<file path="config.mk">
export PLATFORM = sky130hd
export DESIGN_NAME = gpio_arb4
export DESIGN_NICKNAME = d
export VERILOG_FILES = /design/src/rtl/gpio_arb4.sv
export SDC_FILE = /design/constraint.sdc
export NUM_CORES = 1
export LEC_CHECK = 0
export ABC_AREA = 1
export ABC_CLOCK_PERIOD_IN_PS = 1700
export CORE_ASPECT_RATIO = 1.2
export CORE_MARGIN = 2
export CORE_UTILIZATION = 36
export DETAILED_ROUTE_END_ITERATION = 16
export MAX_ROUTING_LAYER = met4
export PLACE_DENSITY_LB_ADDON = 0.08
export SLEW_MARGIN = 5
export SYNTH_ARGS = -nofsm -noshare
export SYNTH_HDL_FRONTEND = slang
export SYNTH_SLANG_ARGS = --single-unit
</file>
<file path="constraint.sdc">
create_clock -name clk -period 1.7 [get_ports clk]
set_input_delay 0.34 -clock clk [delete_from_list [all_inputs] [get_ports clk]]
set_output_delay 0.34 -clock clk [all_outputs]
set_load 0.005 [all_outputs]
</file>
<file path="src/rtl/gpio_arb4.sv">
// Four-requester GPIO access arbiter: IDLE -> ACCESS -> RESP, one GPIO transaction per grant.
// Define GPIO_ARB_FIXED_PRIO_EN for fixed priority (0 highest); default build is round robin.
module gpio_arb4 #(
  parameter int DW = 32
) (
  input  logic            clk,
  input  logic            rst,
  input  logic [3:0]      req,
  input  logic [3:0]      we_req,
  input  logic [7:0]      a_req,
  input  logic [4*DW-1:0] wd_req,
  output logic [3:0]      gnt,
  output logic [3:0]      done,
  output logic [DW-1:0]   rdata,
  output logic            busy,
  output logic [1:0]      A,
  output logic            WE,
  output logic [DW-1:0]   WD,
  input  logic [DW-1:0]   RD
);
  localparam int NUM_LANES = 4;

  typedef enum logic [1:0] {IDLE, ACCESS, RESP} state_t;

  state_t                          state;
  logic [NUM_LANES-1:0][1:0]       a_l;
  logic [NUM_LANES-1:0][DW-1:0]    wd_l;
  logic [1:0]                      win;

  assign a_l  = a_req;
  assign wd_l = wd_req;
  assign busy = (state != IDLE);

`ifdef GPIO_ARB_FIXED_PRIO_EN
  always_comb begin
    win = 2'd0;
    for (int i = NUM_LANES-1; i >= 0; i--)
      if (req[i]) win = 2'(i);
  end
`else
  logic [1:0] ptr;
  logic [1:0] w;

  // Walk downward so the lowest offset from ptr overrides and wins.
  always_comb begin
    win = ptr;
    for (int i = NUM_LANES-1; i >= 0; i--)
      if (req[ptr + 2'(i)]) win = ptr + 2'(i);
  end
`endif

  always_ff @(posedge clk or negedge rst) begin
    if (!rst) begin
      state <= IDLE;
      gnt   <= '0;
      done  <= '0;
      rdata <= '0;
      A     <= '0;
      WE    <= 1'b0;
      WD    <= '0;
`ifndef GPIO_ARB_FIXED_PRIO_EN
      ptr   <= '0;
      w     <= '0;
`endif
    end else begin
      case (state)
        IDLE: if (|req) begin
          state <= ACCESS;
          gnt   <= 4'b0001 << win;
          A     <= a_l[win];
          WE    <= we_req[win];
          WD    <= wd_l[win];
`ifndef GPIO_ARB_FIXED_PRIO_EN
          w     <= win;
`endif
        end
        ACCESS: begin
          state <= RESP;
          rdata <= RD;
          done  <= gnt;
          A     <= '0;
          WE    <= 1'b0;
          WD    <= '0;
`ifndef GPIO_ARB_FIXED_PRIO_EN
          ptr   <= w + 2'd1;
`endif
        end
        RESP: begin
          state <= IDLE;
          done  <= '0;
          gnt   <= '0;
        end
        default: state <= IDLE;
      endcase
    end
  end
endmodule

</file>
# [Word-level counts from Yosys, hierarchy flattened]
# Cells that the tools add are included.
[op_classes] addsub=4 n_shift=1 n_reduce_logical=9 order_cmp=5 n_mux=29 n_eq_ne=3
[op_table] cell="binary-select mux 32 bit (select 2 bit)" n=1
[op_table] cell="2-to-1 mux 32 bit" n=2
[op_table] cell="case mux 32 bit (2 select lines)" n=1
[op_table] cell="case mux 4 bit (2 select lines)" n=2
[op_table] cell="less-than comparator 2 x 3 -> 1 bit, second input constant" n=5
[op_table] cell="2-to-1 mux 2 bit" n=7
[op_table] cell="binary-select mux 1 bit (select 2 bit)" n=5
[op_table] cell="case mux 2 bit (2 select lines)" n=2
[op_table] cell="nonzero test 2 bit" n=4
[op_table] cell="2-to-1 mux 1 bit" n=6
[op_table] cell="AND reduction 2 bit" n=3
[op_table] cell="adder 2 x 1 -> 2 bit, second input constant" n=2
[op_table] cell="adder 2 bit, second input constant" n=2
[op_table] cell="binary-select mux 2 bit (select 2 bit)" n=1
[op_table] cell="2-to-1 mux 4 bit" n=1
[op_table] cell="OR reduction 4 bit" n=1
[op_table] cell="<< shifter 1 x 2 -> 4 bit, first input constant" n=1
[op_table] cell="equality test 2 x 1 -> 1 bit, second input constant" n=1
[op_table] cell="equality test 2 bit, second input constant" n=1
[op_table] cell="zero test 2 bit" n=1
[op_table] cell="inequality test 2 bit, second input constant" n=1
[op_table] cell="case mux 1 bit (2 select lines)" n=1
[word_totals] out_inout_bits=76 register_bits=81 in_bits=178 wordCells=60

# [Depth between registers and ports, before layout]
[logic_depth] depth_word=11 mapped_depth=18 ltp_nobuf=16

# [Worst setup path before layout]
# No wires, ideal clock.
[synth_path] path_kind="register -> register" startpoint="register state[0]" endpoint="register A[0]" path_stages_with_launch=10 path_slack_ns=-0.041 n_path_buf=1 t_required_ns=1.634 t_arrival_ns=1.675 setup_time_ns=0.066 synth_period_minus_slack_ns=1.741 cell_sequence="dfrtp_1 inv_1 ha_1 inv_1 nor2_1 inv_1 nor2_1 clkbuf_1 nand2_1 nand2_1"
[synth_via] elab_chain_cells=3 word_cells_on_any_way=6 cone_classes="eq/ne: 2; mux: 1; reduce/logical: 3"
[synth_lines] item="start: declaration" line="25" rtl="state_t state;"
[synth_lines] item="start signal: assignment" line="54" rtl="state <= IDLE;"
[synth_lines] item="start signal: assignment" line="68" rtl="state <= ACCESS;"
[synth_lines] item="start signal: assignment" line="78" rtl="state <= RESP;"
[synth_lines] item="equality test 2 x 1 -> 1 bit / zero test 2 bit (equally long branches)" line="66" rtl="case (state)"
[synth_lines] item="nonzero test 2 bit (no source line) / inequality test 2 bit (equally long branches)"
[synth_lines] item="AND reduction 2 bit (no source line)"
[synth_lines] item="end signal: assignment" line="70" rtl="A <= a_l[win];"
[synth_lines] item="end: declaration" line="16" rtl="output logic [1:0] A,"
# Several ways; a longest one is shown, not always the timed one.
# A chain may end at the register's enable or synchronous reset.

# [Worst setup path in the final report]
[layout_path] startpoint="register ptr[1]" endpoint="register WD[23]"
[layout_via] elab_chain_cells=11 word_cells_on_any_way=19 cone_classes="add/sub: 3; mux: 16"
[layout_lines] item="start: declaration" line="41" rtl="logic [1:0] ptr;"
[layout_lines] item="start signal: assignment" line="85" rtl="ptr <= w + 2'd1;"
[layout_lines] item="adder 2 bit" line="48" rtl="if (req[ptr + 2'(i)]) win = ptr + 2'(i);"
[layout_lines] item="binary-select mux 1 bit (select 2 bit)" line="48"
[layout_lines] item="2-to-1 mux 1 bit (implied by the code)" line="48"
[layout_lines] item="2-to-1 mux 2 bit (3 in series)" line="48"
[layout_lines] item="2-to-1 mux 2 bit (*)" line="48"
[layout_lines] item="binary-select mux 32 bit (select 2 bit) (*)" line="72" rtl="WD <= wd_l[win];"
[layout_lines] item="2-to-1 mux 32 bit (implied by the code) (*)" line="72"
[layout_lines] item="2-to-1 mux 32 bit (*)" line="67" rtl="IDLE: if (|req) begin"
[layout_lines] item="case mux 32 bit (2 select lines) (*)" line="66"
[layout_lines] item="end signal: assignment" line="72"
[layout_lines] item="end: declaration" line="18" rtl="output logic [DW-1:0] WD,"
# Every way passes the cells marked *; elsewhere a longest branch is shown, timed or not. The select of a mux whose other input is x is not followed.

==> impl_metrics.ini <==
[timing]
drv_slew = 0
setup_viol = 41
relSlewSlack_pct = 60.5
finClkSkew_ns = 0.00582
setup_slack_ns = -0.303
worst_pin_slew_ns = 0.591
hold_viol = 0
fmax_mhz = 499
rsz0062_at_grt = true
min_period_ns = 2.00
tns_ns = -10.53
finalCritPeriodShare_pct = 118

[grt]
grt_pass1_vias = 5435
grt_antenna_before_repair = 0
grt_pass1_wl_um = 27700
grt-ovfl-total = 0
grt_usage_pct = 26.1
grt_max_degree = 64

[yosys]
synth_top_area_share_pct = 42.4
synth_area_leader_cell = dfrtp_1
seq_area_frac_synth_pct = 42.4
synthDistinctLibCells = 23
synth_area_leaders = dfrtp_1, nand2_1, nand3_1
synthCells = 741
ys_warn_count = 0
synth_area_sq_um = 4780
avgSynthCellArea_sq_um = 6.45
synth_nets = 923
ys_seq_elements = 81

[drt]
totalWireLength_um = 18300
dr_total_vias = 5567
antenna_left = 0
wl_per_cell_um = 15.5
drcViolationCount = 0
drt_iter0_drc = 297
vias_per_cell = 4.70
detail_route.first_pass.iterations = 5

[layout]
final_util_pct = 64.5
final_nets = 1195
syn_to_final_growth_pct = 76.4
diodes = 0
drive_above_1_share_pct = 10.5

[clock_network]
clock_latency_ns = 0.34
cts_buffer_depth = 2
clockRootBuffer = clkbuf_16
cts_made_buffers = 9
clkTransAtPathRegs_ns = 0.06
clock-sinks = 81
htree_levels = 3
cts_tree = yes

[floorplan]
die_w_um = 109
dieArea_sq_um = 14200
core_area_sq_um = 13100
die_h_um = 130
row_count = 46
initial_utilization_pct = 36.6
ios = 254

[flow_run]
maxCapViolCount = 0

[status]
status = finished with violations
violations = setup timing

[critical_path]
cp.arrival_ns = 2.28
cp_cell_sequence = inv_2, buf_4, nand3_1, nand2_1, inv_2, nand3_4, nand2_8, buf_6, nand2_1, nand2_1, nand2_1, nand2_1, nand2_1, nand2_1
start_kind = register
ff2ff_path_depth = 14
critical_path.slowest_cell = dfrtp_1
crit_top_cell = nand2_1
crit_type = reg2reg
cp.required_ns = 1.98
critPathMaxFanout = 14
end_kind = register
critPathMaxStageDelay_ns = 0.50

[power]
switching_share_pct = 45.8
p_clk_share_pct = 9.4
max-vdd-ir-drop_mv = 1.13
seq_power_share_pct = 17.8
p_int_mw = 9.90
power_leakage_nw = 4.29
power_mw = 18.2
p_comb_share_pct = 72.8
switchingPower_mw = 8.35
powerDensity_nw_per_um2 = 2170

[placed_design]
numPortBuffers = 253
gp_congestion = 0.899
place_hpwl_um = 12200

[worst_hold_path]
min_path_type = in2async
placed cells by master (no fill, tap or decap), types with 6 or more instances in the layout:
| cell type | Yosys | layout |
|---|---|---|
| nand2_1 | 483 | 470 |
| clkdlybuf4s50_1 | 0 | 250 |
| dfrtp_1 | 81 | 80 |
| nand3_1 | 77 | 69 |
| buf_4 | 8 | 24 |
| inv_1 | 18 | 15 |
| nand2_2 | 2 | 12 |
| clkbuf_16 | 0 | 11 |
| buf_12 | 0 | 11 |
| nand3_2 | 0 | 8 |
| o22ai_1 | 8 | 8 |
| inv_2 | 7 | 7 |
| buf_16 | 0 | 6 |
cell families (layout without fill, tap and decap cells):
group	count (synthesis)	after routing	synth area share (%)
buf+inv	69	343	6.79
xor+xnor	1	1	0.183
fa+ha+maj	4	4	1.05
compound gates	17	17	2.04
simple gates	569	570	47.5
flops	81	81	42.4
critical path, delay by kind of cell, from the launching register on:
| kind | cells | cell delay, ns |
|---|---|---|
| flops | 1 | 0.50 |
| simple gates | 10 | 0.91 |
| buf+inv | 4 | 0.52 |
timing repair:
item / in CTS / in global routing
endpoints found under the setup margin: 42 / 43
buffers inserted: 4 / 5
cloned: 5 / 2
gates resized for setup: 35 / 29
pin swaps: 2 / 8
endpoints found under the hold margin: 10 / 0
hold buffers: 1 / 0
per-stage QoR:
| step | setup WS, ns | instances | area, sq um | hold slack, ns |
|---|---|---|---|---|
| floorplan | -0.00903 | 741 | 4780 | 0.0444 |
| global placement | -0.626 | 1153 | 7720 | 0.197 |
| detailed placement | -0.648 | 1153 | 7720 | 0.197 |
| CTS | -0.268 | 1177 | 8240 | 0.383 |
| global route | -0.422 | 1184 | 8420 | 0.404 |
| finish | -0.303 | 1184 | 8420 | 0.385 |
power by group through the flow:
| stage | clock, mW | sequential (mW) | combinational (mW) |
|---|---|---|---|
| global placement | 0 | 3.24 | 11.3 |
| floorplan | 0 | 3.25 | 6.52 |
| finish | 1.72 | 3.25 | 13.3 |
| global route | 1.84 | 3.34 | 14.7 |
| detailed placement | 0 | 3.25 | 11.3 |
| CTS | 1.76 | 3.25 | 12.7 |
path summary, 6_finish.rpt:
check                                 startpoint                     to  slack [ns]
max                           ptr[1]$_DFFE_PN0P_     WD[23]$_DFFE_PN0P_       -0.30
min                                          rst      WD[5]$_DFFE_PN0P_        0.39
max reg2reg                   ptr[1]$_DFFE_PN0P_     WD[23]$_DFFE_PN0P_       -0.30
min reg2reg                rdata[21]$_DFFE_PN0P_  rdata[21]$_DFFE_PN0P_        0.47
max in group asynchronous                    rst     WD[15]$_DFFE_PN0P_        0.66
min in group clk           rdata[21]$_DFFE_PN0P_  rdata[21]$_DFFE_PN0P_        0.47
area by class of cell:
class | instances | area, sq um
fill | 1209 | 4640
tap | 168 | 210
inverter | 26 | 113
sequential | 81 | 2030
timing repair buffer | 303 | 3240
clock buffer | 11 | 233
multi-input combinational | 592 | 2580
clock inverter | 3 | 20.0
state kept, by name, indices dropped and copies added (netlist names):
name,count
gnt,4
A,2
w,2
done,4
state,2
WE,1
rdata,32
WD,32
ptr,2
cell usage after synthesis:
cell type	number
nand2_2	2
buf_1	1
o21ai_0	5
inv_2	7
inv_1	18
clkbuf_1	13
o21ai_1	2
nand2_1	483
a21oi_1	1
o22ai_1	8
o21a_1	1
dfrtp_1	81
nor4_1	1
xnor2_1	1
ha_1	4
nand3_1	77
buf_4	8
buf_6	1
nor2_1	3
nand2_4	2
inv_4	1
nand3_4	1
buf_2	20
per-layer routing:
| metal | GRT usage, % | wire (um) |
|---|---|---|
| met1 | 31.5 | 7610 |
| met2 | 43.5 | 9050 |
| met3 | 6.69 | 1440 |
| met4 | 6.26 | 221 |
| met5 | - | 0 |
(Power assumes the default switching activity.)
